**config.mk**
```make
export PLATFORM = sky130hd
export DESIGN_NAME = load_store_unit
export DESIGN_NICKNAME = d
export VERILOG_FILES = /design/src/rtl/rv32i_pkg.sv /design/src/rtl/lsu_load_extend.sv /design/src/rtl/load_store_unit.sv
export SDC_FILE = /design/constraint.sdc
export NUM_CORES = 1
export LEC_CHECK = 0
export ABC_CLOCK_PERIOD_IN_PS = 5000
export CAP_MARGIN = 10
export CORE_MARGIN = 5
export CORE_UTILIZATION = 38
export DETAILED_ROUTE_END_ITERATION = 6
export HOLD_SLACK_MARGIN = 0.06
export PLACE_DENSITY = 0.73
export SYNTH_ARGS = -nofsm -noshare
export SYNTH_HDL_FRONTEND = slang
export SYNTH_SLANG_ARGS = --single-unit
```
**constraint.sdc**
```tcl
create_clock -name clk -period 5 [get_ports clk]
set_input_delay 1 -clock clk [delete_from_list [all_inputs] [get_ports clk]]
set_output_delay 1 -clock clk [all_outputs]
set_load 0.01 [all_outputs]
```
**src/rtl/rv32i_pkg.sv**
```systemverilog
// rv32i_pkg: shared types, funct3 encodings and access-size helper for the load/store unit.
package rv32i_pkg;
  typedef enum logic [2:0] {S_IDLE, S_CHECK, S_ISSUE, S_WAIT, S_RESP} lsu_state_t;
  localparam logic [2:0] F3_LB  = 3'b000;
  localparam logic [2:0] F3_LH  = 3'b001;
  localparam logic [2:0] F3_LW  = 3'b010;
  localparam logic [2:0] F3_LBU = 3'b100;
  localparam logic [2:0] F3_LHU = 3'b101;
  localparam logic [2:0] F3_SB  = 3'b000;
  localparam logic [2:0] F3_SH  = 3'b001;
  localparam logic [2:0] F3_SW  = 3'b010;
  function automatic logic [2:0] size_bytes(input logic [1:0] sz);
    return (sz == 2'b00) ? 3'd1 : (sz == 2'b01) ? 3'd2 : 3'd4;
  endfunction
endpackage

```
**src/rtl/lsu_load_extend.sv**
```systemverilog
// lsu_load_extend: sign/zero-extends the assembled load bytes to a 32-bit register value.
module lsu_load_extend
  import rv32i_pkg::*;
(
  input  logic [31:0] asm_data,
  input  logic [1:0]  size,
  input  logic        is_unsigned,
  output logic [31:0] data
);
  assign data = (size == F3_LB[1:0]) ? {{24{~is_unsigned & asm_data[7]}}, asm_data[7:0]} :
                (size == F3_LH[1:0]) ? {{16{~is_unsigned & asm_data[15]}}, asm_data[15:0]} :
                asm_data;
endmodule

```
**src/rtl/load_store_unit.sv**
```systemverilog
// load_store_unit: issues RV32I loads/stores to generic_memory, splitting misaligned
// accesses into byte ops and returning extended load data with an error flag.
module load_store_unit
  import rv32i_pkg::*;
#(
  parameter int MEM_WIDTH      = 15,
  parameter int MLEN           = 64,
  parameter bit MISALIGN_SPLIT = 1'b1
) (
  input  logic                 clk,
  input  logic                 aresetn,
  input  logic                 req_valid,
  output logic                 req_ready,
  input  logic                 req_we,
  input  logic [2:0]           req_funct3,
  input  logic [31:0]          req_addr,
  input  logic [31:0]          req_wdata,
  output logic                 rsp_valid,
  output logic [31:0]          rsp_rdata,
  output logic                 rsp_err,
  output logic [2:0]           mem_funct3,
  output logic [MEM_WIDTH-1:0] mem_rd_addr,
  input  logic [MLEN-1:0]      mem_rd_data,
  output logic [MEM_WIDTH-1:0] mem_wr_addr,
  output logic [MLEN-1:0]      mem_wr_data,
  output logic                 mem_wr_en,
  input  logic [1:0]           mem_error
);
  lsu_state_t state_q, state_d;
  logic we_q, we_d, split_q, split_d, err_q, err_d, pend_q, pend_d;
  logic [2:0] f3_q, f3_d, k_q, k_d, n_q, n_d;
  logic [31:0] addr_q, addr_d, wdata_q, wdata_d, asm_q, asm_d;
  logic rsp_valid_q, rsp_valid_d, rsp_err_q, rsp_err_d;
  logic [31:0] rsp_rdata_q, rsp_rdata_d, ext, sz_mask;
  logic [2:0] bytes;
  logic [1:0] op_sz;
  logic [MEM_WIDTH-1:0] op_addr;
  logic issue, illegal, misaligned, bad, store_fail, unused_rd;
  assign bytes      = size_bytes(f3_q[1:0]);
  assign op_sz      = split_q ? 2'b00 : f3_q[1:0];
  assign sz_mask    = (op_sz == 2'b00) ? 32'h0000_00ff : (op_sz == 2'b01) ? 32'h0000_ffff : 32'hffff_ffff;
  assign op_addr    = addr_q[MEM_WIDTH-1:0] + MEM_WIDTH'(k_q);
  assign issue      = state_q == S_ISSUE;
  assign illegal    = we_q ? (f3_q > F3_SW) : (f3_q == 3'b011 || f3_q[2:1] == 2'b11);
  assign misaligned = |(addr_q[1:0] & (bytes[1:0] - 2'd1));
  assign bad        = illegal | (|addr_q[31:MEM_WIDTH]) | (misaligned & ~MISALIGN_SPLIT);
  // A store's write error arrives the cycle after its strobe; it also blocks the next strobe.
  assign store_fail = pend_q & mem_error[1];
  assign unused_rd  = ^mem_rd_data[MLEN-1:32];
  assign req_ready   = (state_q == S_IDLE) & ~rsp_valid_q;
  assign rsp_valid   = rsp_valid_q;
  assign rsp_rdata   = rsp_rdata_q;
  assign rsp_err     = rsp_err_q;
  assign mem_funct3  = issue ? {~we_q, op_sz} : 3'b000;
  assign mem_rd_addr = (issue & ~we_q) ? op_addr : '0;
  assign mem_wr_addr = (issue & we_q) ? op_addr : '0;
  assign mem_wr_data = (issue & we_q) ? MLEN'((wdata_q >> {k_q[1:0], 3'b000}) & sz_mask) : '0;
  assign mem_wr_en   = issue & we_q & ~store_fail;
  lsu_load_extend u_ext (
    .asm_data   (asm_q),
    .size       (f3_q[1:0]),
    .is_unsigned(f3_q[2]),
    .data       (ext)
  );
  always_comb begin
    state_d     = state_q;
    we_d        = we_q;
    f3_d        = f3_q;
    addr_d      = addr_q;
    wdata_d     = wdata_q;
    asm_d       = asm_q;
    k_d         = k_q;
    n_d         = n_q;
    split_d     = split_q;
    err_d       = err_q;
    pend_d      = pend_q;
    rsp_valid_d = 1'b0;
    rsp_err_d   = 1'b0;
    rsp_rdata_d = '0;
    case (state_q)
      S_IDLE: if (req_valid && req_ready) begin
        we_d    = req_we;
        f3_d    = req_funct3;
        addr_d  = req_addr;
        wdata_d = req_wdata;
        asm_d   = '0;
        k_d     = '0;
        err_d   = 1'b0;
        pend_d  = 1'b0;
        state_d = S_CHECK;
      end
      S_CHECK: begin
        split_d = misaligned;
        n_d     = misaligned ? bytes : 3'd1;
        err_d   = bad;
        state_d = bad ? S_RESP : S_ISSUE;
      end
      S_ISSUE: if (store_fail) begin
        err_d   = 1'b1;
        pend_d  = 1'b0;
        state_d = S_RESP;
      end else if (we_q) begin
        pend_d  = 1'b1;
        k_d     = k_q + 3'd1;
        state_d = (k_q + 3'd1 == n_q) ? S_RESP : S_ISSUE;
      end else begin
        state_d = S_WAIT;
      end
      S_WAIT: if (mem_error[0]) begin
        err_d   = 1'b1;
        state_d = S_RESP;
      end else begin
        asm_d   = split_q ? (asm_q | ({24'b0, mem_rd_data[7:0]} << {k_q[1:0], 3'b000}))
                          : (mem_rd_data[31:0] & sz_mask);
        k_d     = k_q + 3'd1;
        state_d = (k_q + 3'd1 == n_q) ? S_RESP : S_ISSUE;
      end
      S_RESP: begin
        rsp_valid_d = 1'b1;
        rsp_err_d   = err_q | store_fail;
        rsp_rdata_d = (we_q | err_q | store_fail) ? 32'h0 : ext;
        pend_d      = 1'b0;
        state_d     = S_IDLE;
      end
      default: state_d = S_IDLE;
    endcase
  end
  always_ff @(posedge clk or negedge aresetn) begin
    if (!aresetn) begin
      state_q     <= S_IDLE;
      we_q        <= 1'b0;
      f3_q        <= '0;
      addr_q      <= '0;
      wdata_q     <= '0;
      asm_q       <= '0;
      k_q         <= '0;
      n_q         <= '0;
      split_q     <= 1'b0;
      err_q       <= 1'b0;
      pend_q      <= 1'b0;
      rsp_valid_q <= 1'b0;
      rsp_err_q   <= 1'b0;
      rsp_rdata_q <= '0;
    end else begin
      state_q     <= state_d;
      we_q        <= we_d;
      f3_q        <= f3_d;
      addr_q      <= addr_d;
      wdata_q     <= wdata_d;
      asm_q       <= asm_d;
      k_q         <= k_d;
      n_q         <= n_d;
      split_q     <= split_d;
      err_q       <= err_d;
      pend_q      <= pend_d;
      rsp_valid_q <= rsp_valid_d;
      rsp_err_q   <= rsp_err_d;
      rsp_rdata_q <= rsp_rdata_d;
    end
  end
endmodule

```
Word level (Yosys, flattened, before mapping)
Index checks and enable logic that the tools add are counted.

storage, ports and cells
  latch bits = 0
  input port bits = 137
  memory bits (read-only) = 0
  logic and storage cells = 111
  memory bits (writable) = 0
  memories = 0
  register bits = 146

cells by class
  bitwise gates (word level) = 19
  add/subtract/negate cells = 3
  reduce and logical (&&, ||, !) cells = 16
  eq/ne operators = 16
  shifts and indexed selects = 2
  $mul = 0
  div/mod/pow operators = 0
  multiplexer cells = 40
  order comparisons = 1

operator list
  operator              number
  $mux W32              9
  $and A64 B32 Y64      1
  $mux W64              1
  $pmux W32 S2          1
  $shr A32 B5 Y64       1
  $mux W3               14
  $and A32 B32 Y32      1
  $or A32 B32 Y32       1
  $shl A8 B5 Y32        1
  $mux W15              2
  $reduce_or A17 Y1     1
  $add A15 B3 Y15       1
  $pmux W3 S4           1
  $eq A3 B2 Y1 const B  3
  $pmux W3 S3           1
  $mux W1               8
  $ne A2 B2 Y1 const B  4
  $and A1 B1 Y1         7
  $reduce_and A3 Y1     2
  $reduce_bool A3 Y1    2
  $reduce_and A5 Y1     1
  $eq A2 B1 Y1 const B  2
  $logic_not A2 Y1      2
  $ne A2 B1 Y1 const B  2
  22 further kinds      28

Depth between registers and ports, before layout
  depth in word-level cells = 8
  gate-level depth with buffers = 7

Hierarchy
A second synthesis with hierarchy kept.

unflattened totals
  cells, all modules = 774
  area total of the unflattened synthesis = 7790.0 µm²

by module, submodules not included
  module           cells each  area each (µm²)  sequential area each (µm²)  times used
  load_store_unit  707         7425.9           3653.5                      1
  lsu_load_extend  67          364.1            0.0                         1

Least setup slack after synthesis
No wires, ideal clock.

  path kind = reg-to-output
  start point = register k_q[1]
  end point = output port mem_rd_addr[12]
  setup slack = 2048 ps
  required time = 4000 ps
  cell stages (with the launch flop) = 8
  arrival time = 1952 ps
  path buffers = 1
  path through = dfrtp_1 clkbuf_1 inv_1 fa_1 nor2b_1 o2111ai_1 xor2_1 nor2_1

between the ends
  cells in the longest elaborated chain, start to end = 2

RTL lines
  what                    RTL line                source
  start, declared         load_store_unit.sv:31   logic [2:0] f3_q, f3_d, k_q, k_d, n_q, n_d;
  start signal, assigned  load_store_unit.sv:151  k_q <= k_d;
  $add A15 B3 Y15         load_store_unit.sv:42   assign op_addr = addr_q[MEM_WIDTH-1:0] + MEM_WIDTH'(k_q);
  $mux W15                load_store_unit.sv:55   assign mem_rd_addr = (issue & ~we_q) ? op_addr : '0;
  end, declared           load_store_unit.sv:22   output logic [MEM_WIDTH-1:0] mem_rd_addr,

No other way between the ends.

Final worst setup path
  start point = register f3_q[1]
  end point = output port mem_wr_data[30]

between the ends
  cells in the longest elaborated chain, start to end = 6
  elaborated cells between the ends (all ways) = 7
  those cells by class = eq/ne: 1; mux: 4; bitwise: 1; reduce/logical: 1

RTL lines
  what                    RTL line                source
  start, declared         load_store_unit.sv:31
  start signal, assigned  load_store_unit.sv:132  f3_q <= '0;
  start signal, assigned  load_store_unit.sv:147  f3_q <= f3_d;
  $mux W2 *               load_store_unit.sv:40   assign op_sz = split_q ? 2'b00 : f3_q[1:0];
  $eq A2 B1 Y1            load_store_unit.sv:41   assign sz_mask = (op_sz == 2'b00) ? 32'h0000_00ff : (op_sz == 2'b01) ? 32'h0000_ffff : 32'hffff_ffff;
  $mux W32                load_store_unit.sv:41
  $mux W32 *              load_store_unit.sv:41
  $and A64 B32 Y64 *      load_store_unit.sv:57   assign mem_wr_data = (issue & we_q) ? MLEN'((wdata_q >> {k_q[1:0], 3'b000}) & sz_mask) : '0;
  $mux W64 *              load_store_unit.sv:57
  end, declared           load_store_unit.sv:25   output logic [MLEN-1:0] mem_wr_data,

Every way passes the cells marked *; elsewhere a longest branch is shown, timed or not.

==> impl_metrics.tcl <==
set metrics [dict create \
    cts_resized 0 \
    ios 270 \
    worst_skew_pair.late_latency_ns 0.42 \
    arrival_ns 3.56 \
    dieArea_um2 22200 \
    synth_flop_cell "dfrtp_1" \
    coreArea_um2 18900 \
    r2r_cells 4 \
    grt_max_degree 84 \
    slew_viol_final 0 \
    dp_hpwl_um 14300 \
    yosysSeqAreaShare 0.497 \
    setup-tns-final_ns 0 \
    status "finished clean" \
    synth-seq-cells 146 \
    mostFrequentLayoutCells "204 x clkdlybuf4s50_1, 146 x dfrtp_1, 69 x mux2_2, 55 x nor2_1, 49 x a21oi_1" \
    postSynthCellCount 688 \
    yosys.area.top_type "dfrtp_1" \
    post-cts-setup-buffers 0 \
    num_vias 5805 \
    required_ns 4.00 \
    hold_viol 0 \
    worst_pin_slew_ns 0.966 \
    nets 1017 \
    firstDrtPassIters 4 \
    start_util 0.389 \
    place.gp.congestion 0.780 \
    period_share 0.912 \
    fin_worst_skew_ns 0.00958 \
    drc_errors 0 \
    antenna_found_initial 1 \
    syn_to_final_growth_pct 37.5 \
    max_slew_margin 0.356 \
    cts_num_sinks 146 \
    setup_viol 0 \
    viasPerCell 5.05 \
    p_leak_nw 4.28 \
    num_rows 50 \
    cp-end-kind "primary output" \
    syn_area_per_cell_um2 10.7 \
    grt_pass1_wl_um 31400 \
    hold_path_depth 1 \
    die_y_um 149 \
    grt_overflow_total 0 \
    cap_violations 0 \
    layout_commonest_cell "clkdlybuf4s50_1" \
    start_kind "flop" \
    clockBufferDepth 2 \
    final_layout_size_suffix_gt1_frac 0.134 \
    htree_num_levels 4 \
    yosysWarnings 0 \
    cts_buffers 17 \
    final_cells 1149 \
    fin_util 0.535 \
    netlist.area_leader.share 0.497 \
    power_density_nw_per_um2 459 \
    clkTransAtPathRegs_ns 0.06 \
    path_class "reg2out" \
    cts_tree "done" \
    drt-initial-drc-count 281 \
    synth_cell_type_count 57 \
    hold_buffers 0 \
    max_freq_mhz 219 \
    synth_edf_count 0 \
    port_buffers 205 \
    routed_wl_um 20100 \
    rsz0062_at_grt "no" \
    wl_per_cell_um 17.5 \
    grt_pass1_vias 5950 \
    worst-path-max-fanout 24 \
    yosys-top-cells-area "dfrtp_1 50%, mux2_2 11%, a21oi_1 3.4%, buf_4 3.4%, nor2_1 2.8%" \
    cts_root_buf "clkbuf_16" \
    antenna_left 0 \
    hold_path_class "reg2reg" \
    fin_crit_ns 4.56 \
    peakVddDrop_mv 0.309 \
    syn_area_um2 7350 \
    synth-async-reset-ratio 1.00 \
    track_usage 0.179 \
    dp_cells 1115 \
    dieWidth_um 149 \
]
==> cells in the mapped netlist (all sizes together) (2+ instances only) <==
library cell and n:
mux2 69, ha 4, xor2 9, a21oi 50, a211oi 17, a21o 19
and4 2, nor2b 21, or4 3, nand2b 4, nand3b 2, clkbuf 27
nor3b 2, or3b 2, o22ai 16, o31ai 4, buf 51, o21ai 19
o21a 9, nand2 22, nor4 5, o2111ai 4, and3 3, nor3 4
a22oi 16, or3 6, dfrtp 146, a22o 8, a2bb2oi 8, mux2i 18
inv 25, nor2 55, and2 19, a31oi 3
==> path summary, 6_finish.rpt <==
check                                       start                       to  slack (ns)
max                           f3_q[1]$_DFFE_PN0P_          mem_wr_data[30]        0.44
min                          asm_q[0]$_DFFE_PN0P_   rsp_rdata[0]$_DFF_PN0_        0.48
max reg2reg                state_q[0]$_DFFE_PN0P_     asm_q[3]$_DFFE_PN0P_        2.50
min reg2reg                  asm_q[0]$_DFFE_PN0P_   rsp_rdata[0]$_DFF_PN0_        0.48
max in group asynchronous                 aresetn     asm_q[2]$_DFFE_PN0P_        3.39
min in group asynchronous                 aresetn  rsp_rdata[10]$_DFF_PN0_        0.63
==> per-layer routing <==
layer	up-vias	wire [µm]	GRT usage
li1	2764	-	-
met3	21	2010	0.0793
met5	-	12	0
met4	2	257	0.0439
met1	2801	8350	0.224
met2	217	9420	0.286
==> where the power goes <==
group / leakage [nW] / switching [W] / internal [W]
Clock: 0.295 / 0.000542 / 0.000756
Sequential: 1.86 / 0.000348 / 0.00154
Combinational: 2.13 / 0.000675 / 0.000770
==> cell type report <==
type | count | area, µm²
clock inverters | 14 | 169
fillers | 1685 | 8790
repair buffers | 215 | 2130
clock buffers | 18 | 429
inverters | 25 | 93.8
well taps | 260 | 325
diodes | 1 | 2.50
flip-flops and latches | 146 | 3650
multi-input cells | 470 | 3300
==> sequential cells by signal, summed over array words and instances, names as in the netlist <==
name and flops:
split_q 1, err_q 1, rsp_valid 1, k_q 3, pend_q 1, addr_q 32, state_q 3, rsp_rdata 32
f3_q 3, asm_q 32, rsp_err 1, wdata_q 32, n_q 3, we_q 1
==> worst max-delay path: stages, from the launching register on <==
cell,delay [ns]
dfrtp_1,0.98
nor2b_1,0.21
buf_4,0.26
nand3b_1,0.41
nor2_1,0.53
and2_1,0.21
clkdlybuf4s50_1,0.53
==> cell families (layout without fill, tap and decap cells) <==
| group | after synthesis | in the layout | share of synthesized area |
|---|---|---|---|
| adder cells (fa/ha/maj) | 5 | 5 | 0.00954 |
| multiplexers | 87 | 87 | 0.130 |
| AO/OA/AOI/OAI | 179 | 179 | 0.162 |
| flip-flops | 146 | 146 | 0.497 |
| buffers and inverters | 103 | 272 | 0.0717 |
| AND/OR/NAND/NOR | 156 | 156 | 0.113 |
| other | 1 | 33 | 0.000510 |
| XOR/XNOR | 11 | 11 | 0.0152 |
==> per-stage QoR <==
step | area, µm² | setup slack (ns) | total power (W) | hold slack (ns)
after floorplan | 7460 | 2.05 | 0.00290 | 0.454
after global placement | 9490 | 0.970 | 0.00332 | 0.470
after detailed placement | 9490 | 0.910 | 0.00335 | 0.468
after CTS | 10100 | 0.432 | 0.00467 | 0.479
after global routing | 10100 | 0.268 | 0.00492 | 0.503
final | 10100 | 0.438 | 0.00463 | 0.482
Power figures use the tool's default switching activity.
==> RTL edit 1 (same settings) <==
Make the reset (`aresetn`) synchronous in one clocked block.
--- a/src/rtl/load_store_unit.sv
+++ b/src/rtl/load_store_unit.sv
@@ -126,5 +126,5 @@
     endcase
   end
-  always_ff @(posedge clk or negedge aresetn) begin
+  always_ff @(posedge clk) begin
     if (!aresetn) begin
       state_q     <= S_IDLE;
Check against the original RTL: differs if aresetn is asserted again (counterexample within 4 cycles, from zero or initial values and one cycle with aresetn low); with aresetn held inactive, the same outputs for 10 cycles.
==> RTL edit 1 against the original RTL <==
  * Area after synthesis is 0.58% lower
  * Register-to-register slack improved by 0.16 ns
  * Via count rose by 16%
  * Setup slack improved by 0.57 ns
  * Hold slack worse by 0.022 ns
  * Cell count grew 17%
  * Final area is 2.1% lower
  * Non-clock buffer count rose by 1
  * First-iteration DRC count rose by 50%
  * Die area shrank 0.54%
  * Wire length up 9.5%
  * Sequential cell count is the same
  * Largest cell class is now multi-input combinational cells
  * Highest routed layer unchanged
Power is not compared: it rests on default switching activity, and its combinational part moved more than twofold at a synthesized area within 25%.
==> RTL edit 1: results (changes against the original RTL) <==
outcome=finished clean; post_cts resized=0 (unchanged); internal reg-to-reg setup slack=2.66 ns (+0.16 ns); timing startpoint of the critical path=k_q[1]; hold path startpoint=asm_q[2]; async set-reset flop share out of synthesis=0% (-100 points); synthesized area per cell=8.04 µm² (-25%); post-detailed-placement cell area=9320 µm² (-1.8%); FILL cells=1790 (+6.2%); endpoint of the worst setup timing path=mem_rd_addr[12]; total wirelength of the detailed-routed design=22000 µm (+9.5%); number of optimization iterations in the first detailed-route pass=7 (+3); # placed instances=1314 (+18%); ranking of synthesized cells by area=dfxtp_1 (40%), nand2_1 (10%), a21boi_0 (5.2%); capturing point of the worst reg2reg path=wdata_q[3]; worst endpoint data arrival time=2.99 ns (-0.57 ns); GPL Wtd Cong=0.826 (+5.8%); combined global-route utilization of all metal layers=19.2% (+1.2 points); Peak VDD IR=0.233 mV; highest fanout seen on the critical path=9 (-63%); drt wl/cell=16.3 µm (-6.6%); wire length of the first global-routing pass=33800 µm (+7.7%); Final Skew=0.00912 ns (-0.000459 ns); fin nets=1215 (+19%); sequential share of the synthesized area=40.0% (-9.7 points); Synth area leader=dfxtp_1; via count of the first global-routing pass=6368 (+7.0%); Ant. Diodes=0 (-1); worst setup slack after placement=1.42 ns (+0.514 ns); number of vias in the routed layout=6713 (+16%); logic depth of the worst register-to-register path=5 (+1); Hold Vio Cnt, Final=0 (unchanged); share of layout cells above drive strength 1=6.63% (-6.8 points); DRC marker count from the first detailed-route iteration=422 (+50%); commonest cells in the synthesized netlist=nand2_1 (196), dfxtp_1 (146), nor2_1 (85); number of distinct library cells after synthesis=53 (-7.0%); remaining max-slew budget at the tightest pin=31.5% (-4.1 points); P_leak=3.71 nW; pin count of the biggest net entering global routing=112 (+33%); maximum clock rate=251 MHz (+14%); startpoint of the worst-slack reg-to-reg timing path=state_q[0]; total half-perimeter wirelength after legalization and detailed placement=15300 µm (+7.4%)
RTL edit 1: layout make-up:
class / instances / share of cell area (%)
Timing Repair Buffer: 216 / 21.5
Tap cell: 260 / 3.29
Multi-Input combinational cell: 684 / 39.5
Clock buffer: 17 / 4.30
Sequential cell: 146 / 29.6
Clock inverter: 15 / 1.48
Inverter: 8 / 0.304
RTL edit 1: worst max-delay path: stages, from the launching register on:
cell             delay, ns
dfxtp_1               0.49
inv_1                 0.14
fa_1                  0.46
nand2b_1              0.18
a21oi_1               0.30
nand4_1               0.16
xor2_1                0.18
nor2_1                0.10
clkdlybuf4s50_1       0.56
RTL edit 1: kinds of logic after synthesis:
family	share of synthesized area, %
muxes	2.33
adders and majority gates	0.959
and+or+nand+nor	23.5
DFF	40.0
buffers and inverters	8.20
AOI/OAI and AO/OA	22.8
xor gates and xnor gates	2.12
other	0.0513
RTL edit 1: metal layers:
| layer | vias to the layer above | GRT usage [%] | share of wire [%] | routed length (µm) |
|---|---|---|---|---|
| met5 | - | 0 | 0.059 | 13 |
| met1 | 3126 | 24.1 | 43 | 9520 |
| met4 | 2 | 8.27 | 2.8 | 609 |
| met2 | 185 | 31.5 | 48 | 10600 |
| li1 | 3353 | - | - | - |
| met3 | 47 | 4.36 | 5.5 | 1200 |
RTL edit 1: worst min path at each step:
stage	end	slack (ns)	depth (start not counted)
3_3_place_gp	rsp_rdata[5]	0.45	1
6_report	rsp_rdata[2]	0.46	1
4_1_cts	rsp_rdata[14]	0.46	2
3_5_place_dp	rsp_rdata[2]	0.44	1
5_1_grt	rsp_rdata[11]	0.49	2
2_1_floorplan	rsp_rdata[0]	0.43	1
RTL edit 1: per-stage QoR:
| step | utilization, % | total power (W) |
|---|---|---|
| after floorplan | - | 0.00165 |
| after global placement | 49.5 | 0.00180 |
| after detailed placement | 49.5 | 0.00181 |
| after CTS | 52.5 | 0.00305 |
| after global routing | 52.5 | 0.00316 |
| final | 52.5 | 0.00303 |
RTL edit 1: power breakdown:
group          internal, W  switching, W
logic             0.000211      0.000268
registers          0.00124     0.0000646
clock network     0.000699      0.000547
==> RTL edit 2 (same settings) <==
Made on the original files. Change the parameter `MEM_WIDTH` from 15 to 13.
--- a/src/rtl/load_store_unit.sv
+++ b/src/rtl/load_store_unit.sv
@@ -4,5 +4,5 @@
   import rv32i_pkg::*;
 #(
-  parameter int MEM_WIDTH      = 15,
+  parameter int MEM_WIDTH      = 13,
   parameter int MLEN           = 64,
   parameter bit MISALIGN_SPLIT = 1'b1
Ports: changed (resized mem_rd_addr and mem_wr_addr); port bits go from 270 to 266. No check against the original RTL was run, so the function may have changed too.
==> RTL edit 2 against the original RTL <==
  * Wire length up 0.57%
  * First-iteration DRC count down 6.0%
  * Sequential cell count is the same
  * Power is 1.4% lower
  * Synthesized cell count shrank 1.0%
  * Final area down 1.1%
  * Maximum frequency increased by 5.8%
  * Area after synthesis decreased by 0.92%
  * Combinational power decreased by 4%
  * Setup slack better by 0.25 ns
  * Global-route usage grew 0.69 points
  * Critical path type unchanged
  * Largest power group unchanged
  * Highest routed layer is now met4
==> RTL edit 2: results (changes against the original RTL) <==
commonest cells in the synthesized netlist=dfrtp_1 (146), mux2_2 (69), nor2_1 (54); average via count per standard cell=5.15 (+1.9%); DRC marker count from the first detailed-route iteration=264 (-6.0%); total half-perimeter wirelength after legalization and detailed placement=14200 µm (-0.59%); GPL Wtd Cong=0.809 (+3.7%); combined global-route utilization of all metal layers=18.6% (+0.69 points); hold path cells=1 (unchanged); Final Skew=0.00839 ns (-0.00119 ns); outcome=finished clean; clock latency at the later pin of the worst-skew pair=0.41 ns; actual slew at the worst max-slew pin=0.919 ns (-0.0466 ns); post_cts resized=0 (unchanged); number of buffers inserted by port buffering=201 (-2.0%); logic depth of the worst register-to-register path=6 (+2); Ant. Diodes=0 (-1); routed wire length on met2=9460 µm (+0.40%); sequential share of the synthesized area=50.2% (+0.46 points); startpoint of the worst-slack reg-to-reg timing path=k_q[1]; number of distinct library cells after synthesis=57 (unchanged); initial antenna violation count=0 (-1); fin nets=1008 (-0.88%); hold path startpoint=asm_q[1]; DR top layer=met4; TritonCTS buffer count=17 (unchanged); path type of the worst min-delay path=register to register; wire length the detailed router placed on met1=8800 µm (+5.4%); met3 wire len=1590 µm (-21%); Peak VDD IR=0.230 mV (-25%); Worst path top cell family by delay=simple AND/OR/NAND/NOR gates; wire length of the first global-routing pass=32600 µm (+3.7%); via count of the first global-routing pass=6084 (+2.3%); Reg clk slew, reported paths=0.06 ns (about the same); FILL cells=1667 (-1.1%); library cell with the highest instance count after synthesis=dfrtp_1; number of optimization iterations in the first detailed-route pass=4 (unchanged); slowest cell on the critical path=dfrtp_1; clock tree root driver cell=clkbuf_16; async set-reset flop share out of synthesis=100% (unchanged); internal reg-to-reg setup slack=2.53 ns (+0.03 ns); ranking of synthesized cells by area=dfrtp_1 (50%), mux2_2 (11%), a21oi_1 (3.5%); delay of the slowest cell on the worst path=0.67 ns (-0.31 ns); P_leak=4.26 nW (-0.59%); capturing point of the worst reg2reg path=state_q[1]; share of layout cells above drive strength 1=13.4% (+0.039 points); worst endpoint data arrival time=3.31 ns (-0.25 ns); H-Tree Depth=4 (unchanged); pin count of the biggest net entering global routing=81 (-3.6%); highest fanout seen on the critical path=25 (+4.2%); maximum count of clock buffers along a single path=2 (unchanged); destination of the worst hold path=rsp_rdata[1]; Setup Buffers After CTS=0 (unchanged); total wirelength of the detailed-routed design=20200 µm (+0.57%)
-- RTL edit 2: cell type report --
cell class	count	area (µm²)	share of cell area, %
Clock buffer	21	460	4.61
Multi-Input combinational cell	465	3240	32.4
Tap cell	234	293	2.93
Timing Repair Buffer	212	2100	21.0
Inverter	24	90.1	0.902
Clock inverter	10	156	1.57
Sequential cell	146	3650	36.6
-- RTL edit 2: cells by family (layout without fill, tap and decap cells) --
family | count (synthesis) | in the layout | share of synthesized area [%]
compound gates | 178 | 178 | 16.1
mux | 87 | 87 | 13.1
buf+inv | 101 | 267 | 7.08
flops | 146 | 146 | 50.2
fa+ha+maj | 5 | 5 | 0.962
xor+xnor | 8 | 8 | 1.17
other cells | 1 | 32 | 0.0515
simple gates | 155 | 155 | 11.3
-- RTL edit 2: per-layer routing --
metal  vias to the layer above  global-route usage, %
li1                       2721                      -
met1                      2765                   24.5
met2                       214                   29.5
met3                        26                   6.25
met4                         0                   5.17
met5                         -                      0
-- RTL edit 2: worst max path at each step --
stage,startpoint,to,slack (ns),cells past startpoint
CTS,state_q[1],mem_wr_data[25],0.60,6
global placement,state_q[1],mem_wr_data[25],1.01,6
detailed placement,state_q[1],mem_wr_data[25],1.07,6
global route,state_q[1],mem_wr_data[25],0.41,6
floorplan,k_q[1],mem_rd_addr[12],1.91,7
finish,state_q[1],mem_wr_data[25],0.69,6
-- RTL edit 2: metrics by stage --
stage	cell area, µm²	std cells	hold slack, ns	util [%]	worst slack [ns]
2_1_floorplan	7400	712	0.454	-	1.91
5_1_grt	9990	1112	0.509	53.2	0.406
3_5_place_dp	9370	1081	0.476	49.9	1.07
6_report	9990	1112	0.487	53.2	0.689
3_3_place_gp	9370	1081	0.473	49.9	1.01
4_1_cts	9990	1112	0.489	53.2	0.600
-- RTL edit 2: worst reg2reg max path, stage by stage, from the launching register on --
cell and delay, ns:
dfrtp_1 0.70, buf_4 0.37, ha_1 0.26, xor3_1 0.24
nor3_1 0.34, nand2_1 0.10, a311o_1 0.35
-- RTL edit 2: report_power, final --
part / internal [W] / switching [W]
clock network: 0.000857 / 0.000484
logic: 0.000712 / 0.000668
registers: 0.00154 / 0.000303
